===== config.mk =====
export PLATFORM = sky130hd
export DESIGN_NAME = inst_loader
export DESIGN_NICKNAME = d
export VERILOG_FILES = /design/src/rtl/loader_pkg.sv /design/src/rtl/inst_loader_byte_assembler.sv /design/src/rtl/inst_loader.sv
export SDC_FILE = /design/constraint.sdc
export NUM_CORES = 1
export LEC_CHECK = 0
export BUFFER_PORTS_ARGS = -buffer_cell sky130_fd_sc_hd__buf_2
export CORE_ASPECT_RATIO = 0.75
export CORE_MARGIN = 8
export CORE_UTILIZATION = 37
export CTS_CLUSTER_SIZE = 10
export DETAILED_ROUTE_END_ITERATION = 10
export GPL_ROUTABILITY_DRIVEN = 0
export GPL_TIMING_DRIVEN = 0
export PLACE_DENSITY = 0.6
export SETUP_SLACK_MARGIN = 0.3
export SYNTH_ARGS = -nofsm -noshare
export SYNTH_HDL_FRONTEND = slang
export SYNTH_SLANG_ARGS = --single-unit

===== constraint.sdc =====
create_clock -name clk -period 2.4 [get_ports clk]
set_input_delay 0 -clock clk [delete_from_list [all_inputs] [get_ports clk]]
set_output_delay 0 -clock clk [all_outputs]
set_load 0.005 [all_outputs]

===== src/rtl/loader_pkg.sv =====
// Shared types and constants for the instruction-memory loader.
package loader_pkg;

  typedef enum logic [2:0] {IDLE, LEN, DATA, DONE, ERR} loader_state_t;

  localparam int BYTES_PER_WORD = 4;

endpackage


===== src/rtl/inst_loader_byte_assembler.sv =====
// Packs a byte stream into 32-bit little-endian words; the completed word is
// presented combinationally alongside the strobe of its 4th byte.
module byte_assembler
  import loader_pkg::*;
(
  input  logic        clk,
  input  logic        rstn,
  input  logic        clr,
  input  logic        in_valid,
  input  logic [7:0]  in_byte,
  output logic [31:0] word,
  output logic        word_valid
);

  logic [1:0]  r_cnt;
  logic [23:0] r_sh;

  // Only the first three bytes need storage; the 4th is taken straight from the input.
  assign word       = {in_byte, r_sh};
  assign word_valid = in_valid && (r_cnt == 2'(BYTES_PER_WORD - 1));

  always_ff @(posedge clk or negedge rstn) begin
    if (!rstn) begin
      r_cnt <= '0;
      r_sh  <= '0;
    end else if (clr) begin
      r_cnt <= '0;
      r_sh  <= '0;
    end else if (in_valid) begin
      r_cnt <= r_cnt + 2'd1;
      r_sh  <= {in_byte, r_sh[23:8]};
    end
  end

endmodule


===== src/rtl/inst_loader.sv =====
// Loads a length-prefixed byte stream from the UART into instruction memory
// through its write port, one 32-bit word per write.
module inst_loader
  import loader_pkg::*;
#(
  parameter int ADDR_W    = 15,
  parameter int BASE_ADDR = 0,
  parameter int DEPTH     = 2**ADDR_W
) (
  input  logic              clk,
  input  logic              rstn,
  input  logic              start,
  input  logic              rx_valid,
  input  logic [7:0]        rx_data,
  output logic              we,
  output logic [ADDR_W-1:0] waddr,
  output logic [31:0]       di,
  output logic              busy,
  output logic              done,
  output logic              err
);

  localparam logic [32:0] CAPACITY = 33'(DEPTH - BASE_ADDR);

  loader_state_t     r_state, w_next;
  logic [31:0]       r_n, r_word_idx, r_di;
  logic [ADDR_W-1:0] r_waddr;
  logic              r_we;
  logic              w_clr, w_load_n, w_write, w_in_valid, w_word_valid;
  logic [31:0]       w_word;

  // Bytes outside LEN/DATA (including one coinciding with start) never reach the assembler.
  assign w_in_valid = rx_valid && ((r_state == LEN) || (r_state == DATA));

  byte_assembler u_asm (
    .clk        (clk),
    .rstn       (rstn),
    .clr        (w_clr),
    .in_valid   (w_in_valid),
    .in_byte    (rx_data),
    .word       (w_word),
    .word_valid (w_word_valid)
  );

  always_ff @(posedge clk or negedge rstn) begin
    if (!rstn) r_state <= IDLE;
    else       r_state <= w_next;
  end

  always_comb begin
    w_next   = r_state;
    w_clr    = 1'b0;
    w_load_n = 1'b0;
    w_write  = 1'b0;
    unique case (r_state)
      IDLE, DONE, ERR: begin
        if (start) begin
          w_next = LEN;
          w_clr  = 1'b1;
        end
      end
      LEN: begin
        if (w_word_valid) begin
          w_load_n = 1'b1;
          if (w_word == 32'd0)                 w_next = DONE;
          else if ({1'b0, w_word} > CAPACITY)  w_next = ERR;
          else                                 w_next = DATA;
        end
      end
      DATA: begin
        if (w_word_valid) begin
          w_write = 1'b1;
          if (r_word_idx == r_n - 32'd1) w_next = DONE;
        end
      end
      default: w_next = IDLE;
    endcase
  end

  always_ff @(posedge clk or negedge rstn) begin
    if (!rstn) begin
      r_we       <= 1'b0;
      r_waddr    <= '0;
      r_di       <= '0;
      r_n        <= '0;
      r_word_idx <= '0;
    end else begin
      r_we <= w_write;
      if (w_clr) begin
        r_n        <= '0;
        r_word_idx <= '0;
      end
      if (w_load_n) r_n <= w_word;
      if (w_write) begin
        r_di       <= w_word;
        r_waddr    <= ADDR_W'(BASE_ADDR) + r_word_idx[ADDR_W-1:0];
        r_word_idx <= r_word_idx + 32'd1;
      end
    end
  end

  assign we    = r_we;
  assign waddr = r_waddr;
  assign di    = r_di;
  assign busy  = (r_state == LEN) || (r_state == DATA);
  assign done  = (r_state == DONE);
  assign err   = (r_state == ERR);

endmodule


==> impl_metrics.py <==
metrics = {
    "status": {
        "status": "complete, no violations",
    },
    "power": {
        "p_switching_mw": 4.12,
        "pwr-share-comb": 0.424,
        "p_leak_nw": 4.41,
        "max-vdd-ir-drop_uv": 545,
        "pwr-share-clk": 0.266,
        "switching_share": 0.382,
        "internal_power_mw": 6.67,
        "p_per_area_mw_per_mm2": 1230,
        "seqPwrFrac": 0.309,
    },
    "synth": {
        "ys_ff_latch": 141,
        "yosysWarnings": 0,
        "synth_common_cells": "276 x nand2_1, 141 x dfrtp_1, 54 x o21ai_0",
        "async_reset_ff_frac": 1.00,
        "synth_edf_count": 0,
        "syn_area_sq_mm": 0.00689,
        "syn-num-nets": 800,
        "synth_top_cell_area_share": 0.512,
        "syn_area_per_cell_sq_um": 8.78,
        "synth_area_leaders": "dfrtp_1 51%, nand2_1 15%, o21ai_0 3.9%, xnor2_1 2.8%, xor2_1 2.7%",
        "synthFlopType": "dfrtp_1",
        "synth_cells": 785,
        "synth.most_common_cell": "nand2_1",
        "synth_top_cell_by_area": "dfrtp_1",
        "ys_seq_area_frac": 0.512,
        "ys_types": 51,
    },
    "global_route": {
        "antenna_found_initial": 0,
        "grt_max_degree": 74,
        "globalRouteOverflowTotal": 0,
        "grt_first_pass_wirelength_microns": 32700,
        "grt_pass1_vias": 5969,
        "grt_usage": 0.175,
    },
    "critical_path": {
        "endpoint_kind": "register",
        "arrival_ns": 2.63,
        "cp_max_fo": 2,
        "cp.required_ns": 2.76,
        "path_class": "reg2reg",
        "r2r_cells": 8,
        "start_kind": "register",
        "r2r_setup_slack_ns": 0.13,
    },
    "finish": {
        "area_growth_pct": 27.7,
        "fillers": 1762,
        "multi_input_area_sq_mm": 0.00346,
        "drive_gt1_frac": 0.204,
        "ff_latch_area_sq_mm": 0.00353,
        "diodes": 0,
        "nets": 917,
    },
    "timing": {
        "holdWs_ns": 0.0435,
        "finalCriticalPeriod_ns": 2.27,
        "tightest_slew_ns": 0.705,
        "timing.fmax_ghz": 0.441,
        "rsz0062_at_grt": "yes",
        "finalSetupViolCount": 0,
        "skew_ns": 0.00846,
        "max_slew_margin": 0.530,
        "min_period_over_period": 0.945,
        "hold_violations": 0,
        "tns_ns": 0,
        "drv_slew": 0,
    },
    "floorplan": {
        "io_pins": 63,
        "std_cell_rows": 43,
        "die_w_microns": 174,
        "die_area_sq_mm": 0.0233,
        "start_util": 0.375,
        "coreArea_sq_mm": 0.0184,
        "die_h_microns": 134,
    },
    "detailed_routing": {
        "dr.pass1.iters": 5,
        "wl_microns": 19900,
        "wl_per_cell_microns": 17.1,
        "viasPerCell": 5.25,
        "drtAntennaViolNets": 0,
        "drc": 0,
        "first_iter_violations": 482,
        "num_vias": 6104,
    },
    "placed_design": {
        "port_buffers": 62,
        "hpwl_microns": 13800,
    },
    "clock_tree": {
        "cts.clk_slew.worst_paths_ns": 0.06,
        "cts-root-buf": "clkbuf_16",
        "clockBufferDepth": 2,
        "cts_tree": "built",
        "cts.htree.levels": 4,
        "cts.sinks": 141,
        "cts_made_buffers": 17,
        "clock_latency_ns": 0.43,
    },
    "min_path": {
        "hold_class": "in2reg",
        "min_path_cells": 4,
    },
    "flow_run": {
        "max_cap_violations": 0,
    },
}
## through the flow
step / cell area (sq um) / std cells / utilization / power [mW] / setup WS [ns]
finish: 8800 / 1162 / 0.478 / 10.8 / 0.131
detailed placement: 7590 / 1095 / 0.412 / 6.75 / -0.246
global placement: 7550 / 1094 / 0.411 / 6.70 / -1.04
global route: 8800 / 1162 / 0.478 / 11.5 / 0.0596
CTS: 8680 / 1158 / 0.472 / 10.5 / 0.171
floorplan: 6940 / 785 / - / 5.85 / 0.297
## power by group through the flow
stage | Combinational [mW] | Sequential, mW | Clock [mW]
final | 4.58 | 3.34 | 2.87
after global routing | 5.05 | 3.37 | 3.02
after CTS | 4.27 | 3.28 | 2.91
after detailed placement | 3.45 | 3.30 | 0
after global placement | 3.39 | 3.30 | 0
after floorplan | 2.76 | 3.09 | 0
## area by class of cell
| class | count | area share |
|---|---|---|
| multi-input combinational | 598 | 0.393 |
| buffer | 39 | 0.0227 |
| clock buffer | 17 | 0.0483 |
| timing repair buffer | 98 | 0.0725 |
| inverter | 7 | 0.00327 |
| tap | 247 | 0.0351 |
| clock inverter | 15 | 0.0239 |
| sequential | 141 | 0.401 |
## kinds of logic (layout without fill, tap and decap cells)
logic type               count (synthesis)  count (layout)  share of synthesized area
AND/OR/NAND/NOR                        410             410                      0.269
AO/OA/AOI/OAI                          128             128                      0.113
buffers and inverters                   46             176                     0.0252
flip-flops                             141             141                      0.512
adder cells (fa/ha/maj)                  3               3                    0.00545
multiplexers                            14              14                     0.0205
XOR/XNOR                                43              43                     0.0546
## cell usage in the layout, fill, tap and decap left out, types with 12 or more instances in the layout
cell type,synthesis,final
clkbuf_1,36,20
nor2_1,25,21
a21oi_1,24,23
clkbuf_16,0,17
dfrtp_1,141,139
nand3_1,19,13
mux2i_1,13,13
clkbuf_2,0,12
o21ai_0,54,51
xor2_1,21,21
buf_2,1,62
nand4_1,13,13
o31ai_1,14,13
nand2_1,276,275
xnor2_1,22,22
buf_4,0,23
## flip-flops by register name, indices dropped and copies added (netlist names)
signal / count
di: 32
r_n: 32
r_word_idx: 32
u_asm.r_sh: 24
waddr: 15
r_state: 3
u_asm.r_cnt: 2
we: 1
## metal layers
layer,wire length (microns),track usage
met1,10000,0.254
met2,8400,0.252
met3,1180,0.0447
met4,284,0.0464
met5,0,0
## worst paths after layout
kind | start | end
hold reg to reg | di[8] | di[8]
setup / recovery | r_n[1] | r_state[0]
setup reg to reg | r_n[1] | r_state[0]
hold / removal | rx_valid | u_asm.r_sh[7]
max in group asynchronous | rstn | r_n[9]
min in group asynchronous | rstn | waddr[11]
## worst max-delay path, cell delays in order, from the launching register on
cell and delay [ns]:
dfrtp_1 0.37, inv_2 0.06, ha_4 0.26, xor2_1 0.16
nand3_1 0.10, or4_1 0.53, nor4_2 0.35, nand4_1 0.21
o21ai_1 0.17
## what timing repair did
item / CTS / global route
endpoints found under the hold margin: 95 / 0
setup buffers: 20 / 4
pin swaps: 17 / 15
resized for setup: 48 / 43
endpoints found under the setup margin: 87 / 105
hold buffers: 11 / 0
Power figures use the tool's default switching activity.
